[src/rtl/pipe_csa_addsub_pkg.sv]
// Shared constants and stage-1 control record for the two-stage
// conditional-sum adder/subtractor.
package pipe_csa_addsub_pkg;

  localparam int DEF_WIDTH = 32;
  localparam int DEF_LO_W  = DEF_WIDTH / 2;

  // Control part of the stage-1 payload; the segment sums ride alongside
  // as WIDTH-dependent registers in the top.
  typedef struct packed {
    logic lo_cout;
    logic hi_cout0;
    logic hi_cout1;
    logic a_msb;
    logic b_msb;
  } s1_ctl_t;

endpackage

[src/rtl/pipe_csa_addsub_rca.sv]
// Parametrised ripple-carry adder used for the low segment and both
// high-segment carry candidates.
module rca_nbit #(
  parameter int N = 16
) (
  input  logic [N-1:0] a,
  input  logic [N-1:0] b,
  input  logic         cin,
  output logic [N-1:0] sum,
  output logic         cout
);

  logic [N:0] c;

  always_comb begin
    c    = '0;
    sum  = '0;
    c[0] = cin;
    for (int i = 0; i < N; i++) begin
      sum[i]   = a[i] ^ b[i] ^ c[i];
      c[i+1]   = (a[i] & b[i]) | (c[i] & (a[i] ^ b[i]));
    end
  end

  assign cout = c[N];

endmodule

[src/rtl/pipe_csa_addsub.sv]
// Two-stage conditional-sum adder/subtractor with valid/ready handshake:
// stage 1 computes low sum and both high candidates, stage 2 selects.
module pipe_csa_addsub
  import pipe_csa_addsub_pkg::*;
#(
  parameter int WIDTH = DEF_WIDTH,
  parameter int LO_W  = WIDTH / 2
) (
  input  logic             clock,
  input  logic             reset_n,
  input  logic             in_valid,
  output logic             in_ready,
  input  logic [WIDTH-1:0] in_a,
  input  logic [WIDTH-1:0] in_b,
  input  logic             in_sub,
  input  logic             in_cin,
  output logic             out_valid,
  input  logic             out_ready,
  output logic [WIDTH-1:0] out_sum,
  output logic             out_cout,
  output logic             out_ovf,
  output logic             out_zero
);

  localparam int HI_W = WIDTH - LO_W;

  logic [WIDTH-1:0] eff_b;
  logic             cin0;
  logic [LO_W-1:0]  lo_sum;
  logic [HI_W-1:0]  hi_sum0, hi_sum1;
  s1_ctl_t          ctl_d;

  // Subtract is A + ~B + 1, so the carry-in is forced high.
  assign eff_b = in_sub ? ~in_b : in_b;
  assign cin0  = in_sub | in_cin;

  rca_nbit #(.N(LO_W)) u_lo (
    .a(in_a[LO_W-1:0]), .b(eff_b[LO_W-1:0]), .cin(cin0),
    .sum(lo_sum), .cout(ctl_d.lo_cout)
  );

  rca_nbit #(.N(HI_W)) u_hi0 (
    .a(in_a[WIDTH-1:LO_W]), .b(eff_b[WIDTH-1:LO_W]), .cin(1'b0),
    .sum(hi_sum0), .cout(ctl_d.hi_cout0)
  );

  rca_nbit #(.N(HI_W)) u_hi1 (
    .a(in_a[WIDTH-1:LO_W]), .b(eff_b[WIDTH-1:LO_W]), .cin(1'b1),
    .sum(hi_sum1), .cout(ctl_d.hi_cout1)
  );

  assign ctl_d.a_msb = in_a[WIDTH-1];
  assign ctl_d.b_msb = eff_b[WIDTH-1];

  logic            s1_valid, s2_valid;
  logic [LO_W-1:0] s1_lo;
  logic [HI_W-1:0] s1_hi0, s1_hi1;
  s1_ctl_t         s1_ctl;
  logic            s1_load, s2_load;

  assign in_ready  = !s1_valid | !s2_valid | out_ready;
  assign s1_load   = in_valid & in_ready;
  assign s2_load   = s1_valid & (!s2_valid | out_ready);
  assign out_valid = s2_valid;

  always_ff @(posedge clock or negedge reset_n) begin
    if (!reset_n) begin
      s1_valid <= 1'b0;
      s1_lo    <= '0;
      s1_hi0   <= '0;
      s1_hi1   <= '0;
      s1_ctl   <= '0;
    end else begin
      if (s1_load)      s1_valid <= 1'b1;
      else if (s2_load) s1_valid <= 1'b0;
      if (s1_load) begin
        s1_lo  <= lo_sum;
        s1_hi0 <= hi_sum0;
        s1_hi1 <= hi_sum1;
        s1_ctl <= ctl_d;
      end
    end
  end

  logic [HI_W-1:0]  hi_sel;
  logic [WIDTH-1:0] sum_d;
  logic             cout_d, ovf_d;

  assign hi_sel = s1_ctl.lo_cout ? s1_hi1 : s1_hi0;
  assign cout_d = s1_ctl.lo_cout ? s1_ctl.hi_cout1 : s1_ctl.hi_cout0;
  assign sum_d  = {hi_sel, s1_lo};
  assign ovf_d  = (s1_ctl.a_msb == s1_ctl.b_msb) & (sum_d[WIDTH-1] != s1_ctl.a_msb);

  always_ff @(posedge clock or negedge reset_n) begin
    if (!reset_n) begin
      s2_valid <= 1'b0;
      out_sum  <= '0;
      out_cout <= 1'b0;
      out_ovf  <= 1'b0;
      out_zero <= 1'b0;
    end else begin
      if (s2_load)        s2_valid <= 1'b1;
      else if (out_ready) s2_valid <= 1'b0;
      if (s2_load) begin
        out_sum  <= sum_d;
        out_cout <= cout_d;
        out_ovf  <= ovf_d;
        out_zero <= (sum_d == '0);
      end
    end
  end

endmodule

[config.mk]
export PLATFORM = sky130hd
export DESIGN_NAME = pipe_csa_addsub
export DESIGN_NICKNAME = d
export VERILOG_FILES = /design/src/rtl/pipe_csa_addsub_pkg.sv /design/src/rtl/pipe_csa_addsub_rca.sv /design/src/rtl/pipe_csa_addsub.sv
export SDC_FILE = /design/constraint.sdc
export NUM_CORES = 1
export LEC_CHECK = 0
export ABC_AREA = 1
export CAP_MARGIN = 20
export CORE_AREA = 2 2 149 93
export DETAILED_ROUTE_END_ITERATION = 10
export DIE_AREA = 0 0 151 95
export PLACE_DENSITY = 0.7
export RECOVER_POWER = 50
export SETUP_SLACK_MARGIN = 0.3
export SLEW_MARGIN = 10
export SYNTH_ARGS = -nofsm -noshare
export SYNTH_HDL_FRONTEND = slang
export SYNTH_HIERARCHICAL = 1
export SYNTH_SLANG_ARGS = --single-unit
[constraint.sdc]
create_clock -name clock -period 1.4 [get_ports clock]
set_input_delay 0.28 -clock clock [delete_from_list [all_inputs] [get_ports clock]]
set_output_delay 0.28 -clock clock [all_outputs]
set_load 0.02 [all_outputs]
==> reports/metrics.csv <==
metric,value,unit
status,finished with violations,
violations,setup timing,
cts_root_buf,clkbuf_16,
io_pins,107,
clkTransAtPathRegs,0.07,ns
cts-htree-levels,3,
setup_tns,-119.13,ns
grt_use_total,0.205,
crit_required,1.68,ns
pre_cts_ws,-5.63,ns
start_util,0.389,
cpMaxStageDelayCell,fa_2,
vdd_ir_drop_max,0.549,mV
overflow,0,
layout.cells.non_filler,928,
worstSetupPathType,in -> reg,
hold_viol,0,
drcViolationCount,0,
reg2regPathDepth,9,
crit_buf_inv,5,
crit_family,adder cells,
max_cap_viol_count,0,
fmax,160,MHz
power_density,1390,nW/um^2
syn2layout_area_growth,59.6,%
yosysWarnings,6,
post-route-min-period,6.24,ns
grt_max_degree,40,
cts_tree,yes,
grt_pass1_vias,4401,
gp_congestion,0.843,
rr_startpoint,out_valid,
rows,33,
finalCritPeriodShare,4.46,
max_stage_delay,0.44,ns
setup_viol,76,
clock_sinks,90,
dieHeight,95,um
cpMostUsedCell,fa_2,
rsz0062_at_grt,yes,
min_path_cells,5,
crit_chain,buf_8 -> xor2_4 -> fa_2 -> inv_2 -> fa_2 -> inv_2 -> fa_2 -> fa_2 -> fa_2 -> fa_2 -> fa_2 -> fa_2 -> fa_2 -> fa_2 -> fa_2 -> fa_2 -> fa_2 -> fa_2 -> fa_2 -> inv_2 -> fa_2 -> inv_2 -> nand2_2 -> o21ai_2,
dp_cells,843,
timing.rr.end,s1_hi0[2],
antenna_found_initial,0,
via_per_inst,4.69,
synth_seq_cells,90,
fin_skew,0.00787,ns
tightest_slew,0.945,ns
hold_end,s1_lo[0],
clock_path_buffers,2,
avgSynthCellArea,9.06,sq um
ys_seq_area_frac,0.441,
firstDrtPassIters,5,
die_w,151,um
report.final.slew_viol_count,0,
die-area,14300,sq um
wl,14700,um
hp-start,in_cin,
diodes,0,
ys_types,20,
post-route-util,0.621,
ff2ff_setup_slack,-0.06,ns
synthesis.area,5110,sq um
nNetsFinal,866,
p_leak,0.00390,uW
first_iter_violations,298,
dp_hpwl,9750,um
slew_headroom,0.370,
drtAntennaViolNets,0,
cts_buffers,9,
hold_path_class,in -> reg,
endpoint_kind,register,
critPathLaunchType,primary input,
worst_slack,-4.84,ns
clk_latency,0.35,ns
cp_max_fo,2,
routedWlPerCell,15.9,um
drive_gt1_frac,0.392,
syn-num-nets,682,
grt_pass1_wl,22100,um
core,13100,sq um
port_buffers,106,
vias,4350,
critPathArrivalTime,6.51,ns
synthCells,564,
cells in the mapped netlist, drive strengths merged:
| cell type | n | area share |
|---|---|---|
| buf | 21 | 0.026 |
| dfrtp | 90 | 0.44 |
| or2 | 1 | 0.0012 |
| conb | 2 | 0.0015 |
| fa | 48 | 0.19 |
| a31oi | 12 | 0.015 |
| inv | 51 | 0.037 |
| xor2 | 32 | 0.055 |
| o21ai | 23 | 0.023 |
| nor2 | 34 | 0.027 |
| a21oi | 1 | 0.0017 |
| nand2 | 240 | 0.18 |
| clkbuf | 4 | 0.0029 |
| nand3 | 5 | 0.0049 |
through the flow:
stage	instance area, sq um	hold WS (ns)	total power, uW
2_1_floorplan	5300	-0.0156	5730
3_3_place_gp	6620	0.156	7210
3_5_place_dp	6620	0.156	7360
4_1_cts	7730	0.327	10800
5_1_grt	8150	0.465	12000
6_report	8150	0.449	11300
cell type report:
| type | instances | area [sq um] |
|---|---|---|
| clock buffer | 9 | 225 |
| clock inverter | 7 | 98.8 |
| fill | 1074 | 4980 |
| inverter | 51 | 206 |
| multi-input combinational | 398 | 2940 |
| sequential | 90 | 2250 |
| tap | 175 | 219 |
| timing repair buffer | 195 | 2170 |
| timing repair inverter | 3 | 38.8 |
routing by layer:
metal | track usage | wire (um)
met5 | 0 | 0
met3 | 0.0440 | 926
met1 | 0.287 | 6510
met2 | 0.329 | 7120
met4 | 0.0530 | 158
report_power, final:
| part | switching [uW] | internal [uW] | leakage [uW] |
|---|---|---|---|
| sequential | 504 | 3310 | 0.00110 |
| clock | 1050 | 1580 | 0.000157 |
| combinational | 2420 | 2450 | 0.00264 |
| total | 3980 | 7330 | 0.00390 |
state kept, by name (all words and copies together), names as in the netlist:
| register | count |
|---|---|
| out_cout | 1 |
| out_ovf | 1 |
| out_sum | 32 |
| out_valid | 1 |
| out_zero | 1 |
| s1_ctl | 5 |
| s1_hi0 | 16 |
| s1_hi1 | 16 |
| s1_lo | 16 |
| s1_valid | 1 |
kinds of logic (layout without fill, tap and decap cells):
| family | Yosys count | after routing | share of synthesized area |
|---|---|---|---|
| compound gates | 36 | 36 | 0.0390 |
| fa+ha+maj | 48 | 48 | 0.188 |
| simple gates | 280 | 280 | 0.209 |
| xor+xnor | 32 | 32 | 0.0549 |
| buf+inv | 76 | 265 | 0.0661 |
| other cells | 2 | 2 | 0.00147 |
| flops | 90 | 90 | 0.441 |
repair_timing:
item                       CTS  global route
setup buffers               29            26
gates cloned                 9             4
gates resized for setup    351            50
setup endpoints to repair  125           125
pin swaps                   40            32
hold endpoints to repair    13             0
hold buffers                 1             0
cell usage in the layout (no fill, tap or decap), types with 6 or more instances in the layout:
master	synthesis	layout
a31oi_1	12	11
dfrtp_1	90	89
fa_2	0	48
inv_1	46	27
buf_6	1	47
xor2_1	32	29
nor2_1	32	18
nor2_4	1	12
inv_2	5	22
buf_8	0	7
o21ai_2	0	9
clkdlybuf4s50_1	0	58
nand2_2	0	39
o21ai_1	9	14
buf_12	0	11
buf_4	8	53
clkbuf_16	0	11
nand2_1	240	197
buf_16	0	6
worst max-delay path by stage:
stage | from | end | slack, ns | cells after the start
2_1_floorplan | in_sub | s1_hi1[15] | -4.98 | 25
3_3_place_gp | in_b[16] | s1_hi1[15] | -5.45 | 24
3_5_place_dp | in_b[16] | s1_hi0[15] | -5.63 | 24
4_1_cts | in_b[16] | s1_hi0[15] | -4.87 | 24
5_1_grt | in_sub | s1_lo[15] | -4.99 | 25
6_report | in_b[16] | s1_hi0[15] | -4.84 | 24
tightest hold or removal path, delay by kind of cell:
kind	cells	cell delay, ns
buf+inv	1	0.08
fa+ha+maj	1	0.19
simple gates	3	0.21
(Power assumes the default switching activity.)
